[src/rtl/abr_prim_pulse_req_tx.sv]
// Pulse-crossing transmitter: turns event pulses into a four-phase req/ack
// handshake, queueing pulses that arrive while a handshake is in flight.

module abr_prim_flop_2sync #(
  parameter int unsigned Width = 1,
  parameter logic [Width-1:0] ResetValue = '0
) (
  input  logic             clk_i,
  input  logic             rst_i,
  input  logic [Width-1:0] d_i,
  output logic [Width-1:0] q_o
);
  logic [Width-1:0] s1_q, s2_q;

  always_ff @(posedge clk_i) begin
    if (rst_i) begin
      s1_q <= ResetValue;
      s2_q <= ResetValue;
    end else begin
      s1_q <= d_i;
      s2_q <= s1_q;
    end
  end

  assign q_o = s2_q;
endmodule

module abr_prim_pulse_req_tx #(
  parameter int unsigned CntWidth = 4,
  parameter bit          EnSync   = 1'b1
) (
  input  logic                clk_i,
  input  logic                rst_i,
  input  logic                pulse_i,
  output logic                req_o,
  input  logic                ack_i,
  output logic                busy_o,
  output logic [CntWidth-1:0] pending_o,
  output logic                done_o,
  output logic                overflow_o
);
  typedef enum logic [1:0] {StIdle, StReq, StRel} state_e;

  localparam logic [CntWidth-1:0] CntMax = '1;

  state_e              state_q, state_d;
  logic [CntWidth-1:0] cnt_q, cnt_d;
  logic                req_q, req_d;
  logic                busy_q, busy_d;
  logic                done_q, done_d;
  logic                ovf_q, ovf_d;
  logic                ack_s;
  logic                free, launch, consume;

  generate
    if (EnSync) begin : g_sync
      abr_prim_flop_2sync #(.Width(1), .ResetValue(1'b0)) u_ack_sync (
        .clk_i (clk_i),
        .rst_i (rst_i),
        .d_i   (ack_i),
        .q_o   (ack_s)
      );
    end else begin : g_nosync
      assign ack_s = ack_i;
    end
  endgenerate

  always_comb begin
    state_d = state_q;
    cnt_d   = cnt_q;
    done_d  = 1'b0;
    ovf_d   = 1'b0;
    free    = 1'b0;

    unique case (state_q)
      StIdle: free = 1'b1;
      StReq:  if (ack_s) state_d = StRel;
      StRel: begin
        if (!ack_s) begin
          done_d = 1'b1;
          free   = 1'b1;
        end
      end
      default: state_d = StIdle;
    endcase

    // A free slot launches either the incoming pulse or the oldest queued one.
    launch  = free && (pulse_i || (cnt_q != '0));
    consume = launch && (cnt_q != '0);
    if (free) state_d = launch ? StReq : StIdle;

    if (pulse_i) begin
      if (!launch) begin
        if (cnt_q == CntMax) ovf_d = 1'b1;
        else                 cnt_d = cnt_q + 1'b1;
      end
    end else if (consume) begin
      cnt_d = cnt_q - 1'b1;
    end

    // req is a real flop so the level crossing to the peer is glitch-free.
    req_d  = (state_d == StReq);
    busy_d = (state_d != StIdle);
  end

  always_ff @(posedge clk_i) begin
    if (rst_i) begin
      state_q <= StIdle;
      cnt_q   <= '0;
      req_q   <= 1'b0;
      busy_q  <= 1'b0;
      done_q  <= 1'b0;
      ovf_q   <= 1'b0;
    end else begin
      state_q <= state_d;
      cnt_q   <= cnt_d;
      req_q   <= req_d;
      busy_q  <= busy_d;
      done_q  <= done_d;
      ovf_q   <= ovf_d;
    end
  end

  assign req_o      = req_q;
  assign busy_o     = busy_q;
  assign pending_o  = cnt_q;
  assign done_o     = done_q;
  assign overflow_o = ovf_q;
endmodule

[config.mk]
export PLATFORM = sky130hd
export DESIGN_NAME = abr_prim_pulse_req_tx
export DESIGN_NICKNAME = d
export VERILOG_FILES = /design/src/rtl/abr_prim_pulse_req_tx.sv
export SDC_FILE = /design/constraint.sdc
export NUM_CORES = 1
export LEC_CHECK = 0
export BUFFER_PORTS_ARGS = -buffer_cell sky130_fd_sc_hd__buf_2
export CAP_MARGIN = 20
export CORE_UTILIZATION = 27
export DETAILED_ROUTE_END_ITERATION = 7
export MAX_ROUTING_LAYER = met4
export PLACE_DENSITY = 0.44
export SLEW_MARGIN = 20
export SYNTH_ARGS = -nofsm -noshare
export SYNTH_HDL_FRONTEND = slang
export SYNTH_SLANG_ARGS = --single-unit
[constraint.sdc]
create_clock -name clk_i -period 2.1 [get_ports clk_i]
set_clock_uncertainty 0.05 [all_clocks]
set_input_delay 0.105 -clock clk_i [delete_from_list [all_inputs] [get_ports clk_i]]
set_output_delay 0.105 -clock clk_i [all_outputs]
set_load 0.02 [all_outputs]
==> results of run 1 <==
## registers in the layout, summed over array words and instances, names as in the netlist
name                    count
pending_o                   4
done_o                      1
busy_o                      1
g_sync.u_ack_sync.s1_q      1
g_sync.u_ack_sync.q_o       1
state_q                     2
req_o                       1
overflow_o                  1
## where the power goes
| part | total, uW | leakage, uW | internal (uW) | switching (uW) |
|---|---|---|---|---|
| registers | 334 | 0.0000989 | 273 | 61.3 |
| clock network | 136 | 0.0000138 | 66.2 | 69.6 |
| logic | 352 | 0.000181 | 161 | 191 |
| total | 822 | 0.000293 | 500 | 322 |
## cell families (layout without fill, tap and decap cells)
logic type	after synthesis	count (layout)	share of synthesized area
flip-flops	12	12	0.417
AO/OA/AOI/OAI	15	15	0.157
XOR/XNOR	4	4	0.0609
buffers and inverters	3	18	0.0195
adder cells (fa/ha/maj)	3	3	0.0783
AND/OR/NAND/NOR	20	20	0.204
multiplexers	3	3	0.0630
## per-layer routing
layer / global-route usage / vias to the layer above / part of all wire
met5: - / - / 0
met4: 0.0333 / 0 / 0
met3: 0.0556 / 0 / 0.063
met2: 0.165 / 13 / 0.42
met1: 0.150 / 215 / 0.52
li1: - / 249 / -
## worst max-delay path by stage
stage                                      endpoint  slack [ns]  depth (start not counted)
after floorplan           pending_o[3]$_SDFFE_PP0P_        0.32                          4
after CTS                 pending_o[3]$_SDFFE_PP0P_        0.32                          4
after global routing      pending_o[3]$_SDFFE_PP0P_        0.28                          4
final                     pending_o[3]$_SDFFE_PP0P_        0.32                          4
after detailed placement  pending_o[3]$_SDFFE_PP0P_        0.34                          4
after global placement    pending_o[3]$_SDFFE_PP0P_        0.37                          4
## area by class of cell
type	instances	area (sq um)	share of cell area
repair buffers	13	72.6	0.104
clock buffers	3	22.5	0.0321
well taps	27	33.8	0.0482
multi-input cells	45	324	0.463
inverters	2	7.51	0.0107
flip-flops and latches	12	240	0.343
## worst max-delay path, stage by stage, from the launching register on
cell	delay, ns
dfxtp_1	0.38
or4_4	0.54
mux2_4	0.29
o211ai_2	0.07
mux2_1	0.33
## per-stage QoR
stage | power [uW] | util
floorplan | 600 | -
global placement | 692 | 0.337
detailed placement | 688 | 0.337
CTS | 831 | 0.354
global route | 900 | 0.354
finish | 822 | 0.354
## what timing repair did
action | CTS | global route
hold buffers | 1 | 0
endpoints found under the hold margin | 1 | 0
endpoints found under the setup margin | 0 | 0
resized for setup | 0 | 0
## synth_stat cells, types with 2 or more instances
| master | n |
|---|---|
| nand3_1 | 3 |
| nor2b_1 | 3 |
| o21ai_0 | 3 |
| dfxtp_1 | 12 |
| nor4_1 | 2 |
| nor2_1 | 4 |
| a21oi_1 | 8 |
| ha_1 | 2 |
| xnor2_1 | 3 |
==> run metrics, run 1 <==
dpl ws between 0.3 and 0.4 ns; Synth top area share 0.417; clk root buf clkbuf_4; R2R Path Start pending_o[1]$_SDFFE_PP0P_; status completed; Post-CTS Setup Inserts 0; boundary pin count 12; Final HPWL DP 810 um; synth unique cells 29; Worst R2R Setup Slack 0.32 ns; post-synthesis instance total 60; CTS tree done; type of origin of the critical path flop; FF+latch count, synth 12; mapped cell area 576 sq um; vias 477; Period Utilization, post-route 0.849; final instance area 701 sq um; via/cell ratio 4.68; top post-synthesis cells by area dfxtp_1 (42%), a21oi_1 (7.0%), xnor2_1 (4.6%); Hold Path Cell Cnt 2; Antenna diodes 0; # rows 16; Clock transition at path regs 0.07 ns; routed length per instance 11.2 um; GRT overflow 0; Peak supply drop between 0.3 and 0.4 mV; worst setup path start pending_o[1]$_SDFFE_PP0P_; Worst R2R Path Depth 4; placed cells 98; Port Buffer Count 11; sequential area share after synthesis 0.417; htree depth 1; setup total negative slack 0 ns; top_reg_cell synth dfxtp_1; Post-layout nets 84; hold endpoint busy_o$_SDFF_PP0_; initial antenna violation count 0; die width 48.2 um; Routed Antenna Nets 0; total CTS buffers 3; Pre-antenna DRT Iters 4; final-report setup violation count 0; Crit Path Max Fanout 7; placed inst area 668 sq um; max-cap viol count 0; Final WS setup 0.318 ns; worst skew pair latency approximately 0.27 ns; largest net degree at the start of global routing 14; Placeable Area about 2000 sq um; Post-synth EDFFs 0; Worst Tran Pin Value 0.404 ns; PD cells around 1200 nW/um^2; area grow syn2layout 21.7%; Synthesis Warnings 0; Mapped Nets 67; RSZ-0062 raised after global routing false; clock sink count 12; Hold Vio Cnt, Final 0; FF-to-FF End pending_o[3]$_SDFFE_PP0P_; Worst setup EP type flop; commonest non-fill, non-tap cell in the layout dfxtp_1; gr usage total 0.118; final wirelength ~1100 um; Initial Utilization 0.290; arrival time at the worst endpoint 1.88 ns; die area 2320 sq um; largest buffer count on any clock path 2; Static Leak roughly 0.00029 uW; Finished Layout Cells 102; dominant cell type by area after synthesis dfxtp_1; layout cells sized above 1 0.253; Rel. slew slack 0.728; Tmin final 1.78 ns; first-pass GRT wire length around 1800 um; DRC 0; Placer Congestion 0.727; Async SR Flop Fraction 0; Worst Hold Class input port to flop; Worst Path Required approximately 2.2 ns; Fmax 0.561 GHz; First DRT Iteration DRCs 12; Fin Hold WS 0.120 ns; Avg Cell Area, Syn 9.59 sq um; Die Ht about 48 um; number of fill cells 210; Hold Startpoint rst_i; commonest cells after routing, fill and taps aside dfxtp_1 (12), buf_2 (11), a21oi_1 (8), nor2_1 (4); vias in the first global route between 400 and 500; fin. max-slew vios 0; Setup CP Type flop to flop
(Power assumes the default switching activity.)
==> inputs of run 2 (changes only) <==
clock period = 1.8 ns   (was 2.1 ns; I/O delays follow)
==> run metrics, run 2 (synthesis results as in run 1) <==
status completed; Multi-input gate area 324 sq um; clk root buf clkbuf_4; max-cap viol count 0; CTS tree done; First DRT Iteration DRCs 2; die area 2320 sq um; Rel. slew slack 0.746; commonest non-fill, non-tap cell in the layout dfxtp_1; Final HPWL DP 868 um; first-pass GRT wire length about 1900 um; largest net degree at the start of global routing 14; clock sink count 12; final wirelength 1180 um; max reg flops 4; Worst Hold Class input port to flop; vias 489; Die Ht 48.2 um; Slowest-stage cell, CP or4_4; Placeable Area 1980 sq um; CP Cell Sequence or4_4, mux2_4, o211ai_2, mux2_1; commonest cells after routing, fill and taps aside dfxtp_1 (12), buf_2 (11), a21oi_1 (8), nor2_1 (4), buf_4 (4); Setup CP Type flop to flop; type of origin of the critical path flop; GRT overflow 0; layout cells sized above 1 0.282; final-report setup violation count 0; die width ~48 um; area grow syn2layout 25.7%; # rows 16; Pre-antenna DRT Iters 4; Static Leak 0.000309 uW; Peak supply drop 0.484 mV; fin. max-slew vios 0; initial antenna violation count 0; Antenna diodes 0; Initial Utilization 0.290; via/cell ratio 4.66; Worst Tran Pin Value approximately 0.38 ns; Period Utilization, post-route 0.961; htree depth 1; Port Buffer Count 11; total CTS buffers 3; arrival time at the worst endpoint 1.83 ns; Fmax 0.578 GHz; Clock transition at path regs approximately 0.07 ns; Hold Vio Cnt, Final 0; Worst R2R Setup Slack 0.07 ns; Placer Congestion 0.768; RSZ-0062 raised after global routing false; Tmin final 1.73 ns; Post-layout nets 87; Worst Path Required 1.90 ns; Crit Path Max Fanout 6; routed length per instance ~11 um; number of fill cells 210; largest buffer count on any clock path 2; Power, Total roughly 1000 uW; DRC 0; vias in the first global route 443; PD cells roughly 1400 nW/um^2; Worst setup EP type flop; placed inst area just under 700 sq um; gr usage total 0.126; CP max stage delay roughly 0.5 ns; worst skew pair latency 0.27 ns; boundary pin count 12; Routed Antenna Nets 0; Reg area 240 sq um; setup total negative slack 0 ns; final instance area 723 sq um
[run 2: worst paths after layout]
| check | endpoint | depth (start not counted) | from |
|---|---|---|---|
| worst min register to register | g_sync.u_ack_sync.q_o$_SDFF_PP0_ | 1 | g_sync.u_ack_sync.s1_q$_SDFF_PP0_ |
| worst max register to register | pending_o[3]$_SDFFE_PP0P_ | 4 | pending_o[2]$_SDFFE_PP0P_ |
| worst min-delay path | busy_o$_SDFF_PP0_ | 2 | rst_i |
| worst max-delay path | pending_o[3]$_SDFFE_PP0P_ | 4 | pending_o[2]$_SDFFE_PP0P_ |
[run 2: report_power, final]
group	internal [uW]	switching [uW]	total, uW
combinational	218	257	475
sequential	318	44.0	362
clock	77.2	80.7	158
total	613	382	995
[run 2: repair_timing]
item,CTS,global route
endpoints found under the hold margin,1,0
buffers inserted,0,0
resized for setup,0,0
hold buffers,1,0
endpoints found under the setup margin,0,0
[run 2: through the flow]
step,cells,hold slack (ns),utilization,worst slack [ns]
global route,105,0.114,0.365,0.0334
global placement,101,0.264,0.348,0.118
finish,105,0.106,0.365,0.0706
detailed placement,101,0.269,0.348,0.104
CTS,105,0.0950,0.365,0.0835
floorplan,60,0.112,-,0.0157
[run 2: cell type report]
cell class	instances	area share
clock buffer	3	0.0311
inverter	2	0.0104
multi-input combinational	45	0.448
sequential	12	0.332
tap	27	0.0467
timing repair buffer	16	0.131
[run 2: critical path, delay by kind of cell (launching register included)]
| family | cells | cell delay, ns |
|---|---|---|
| muxes | 2 | 0.62 |
| and+or+nand+nor | 1 | 0.50 |
| AOI/OAI and AO/OA | 1 | 0.08 |
| DFF | 1 | 0.37 |
[run 2: routing by layer]
metal | GRT usage | part of all wire | vias up
li1 | - | - | 256
met1 | 0.180 | 0.53 | 220
met2 | 0.165 | 0.42 | 13
met3 | 0.0556 | 0.053 | 0
met4 | 0.0167 | 0 | 0
met5 | - | 0 | -
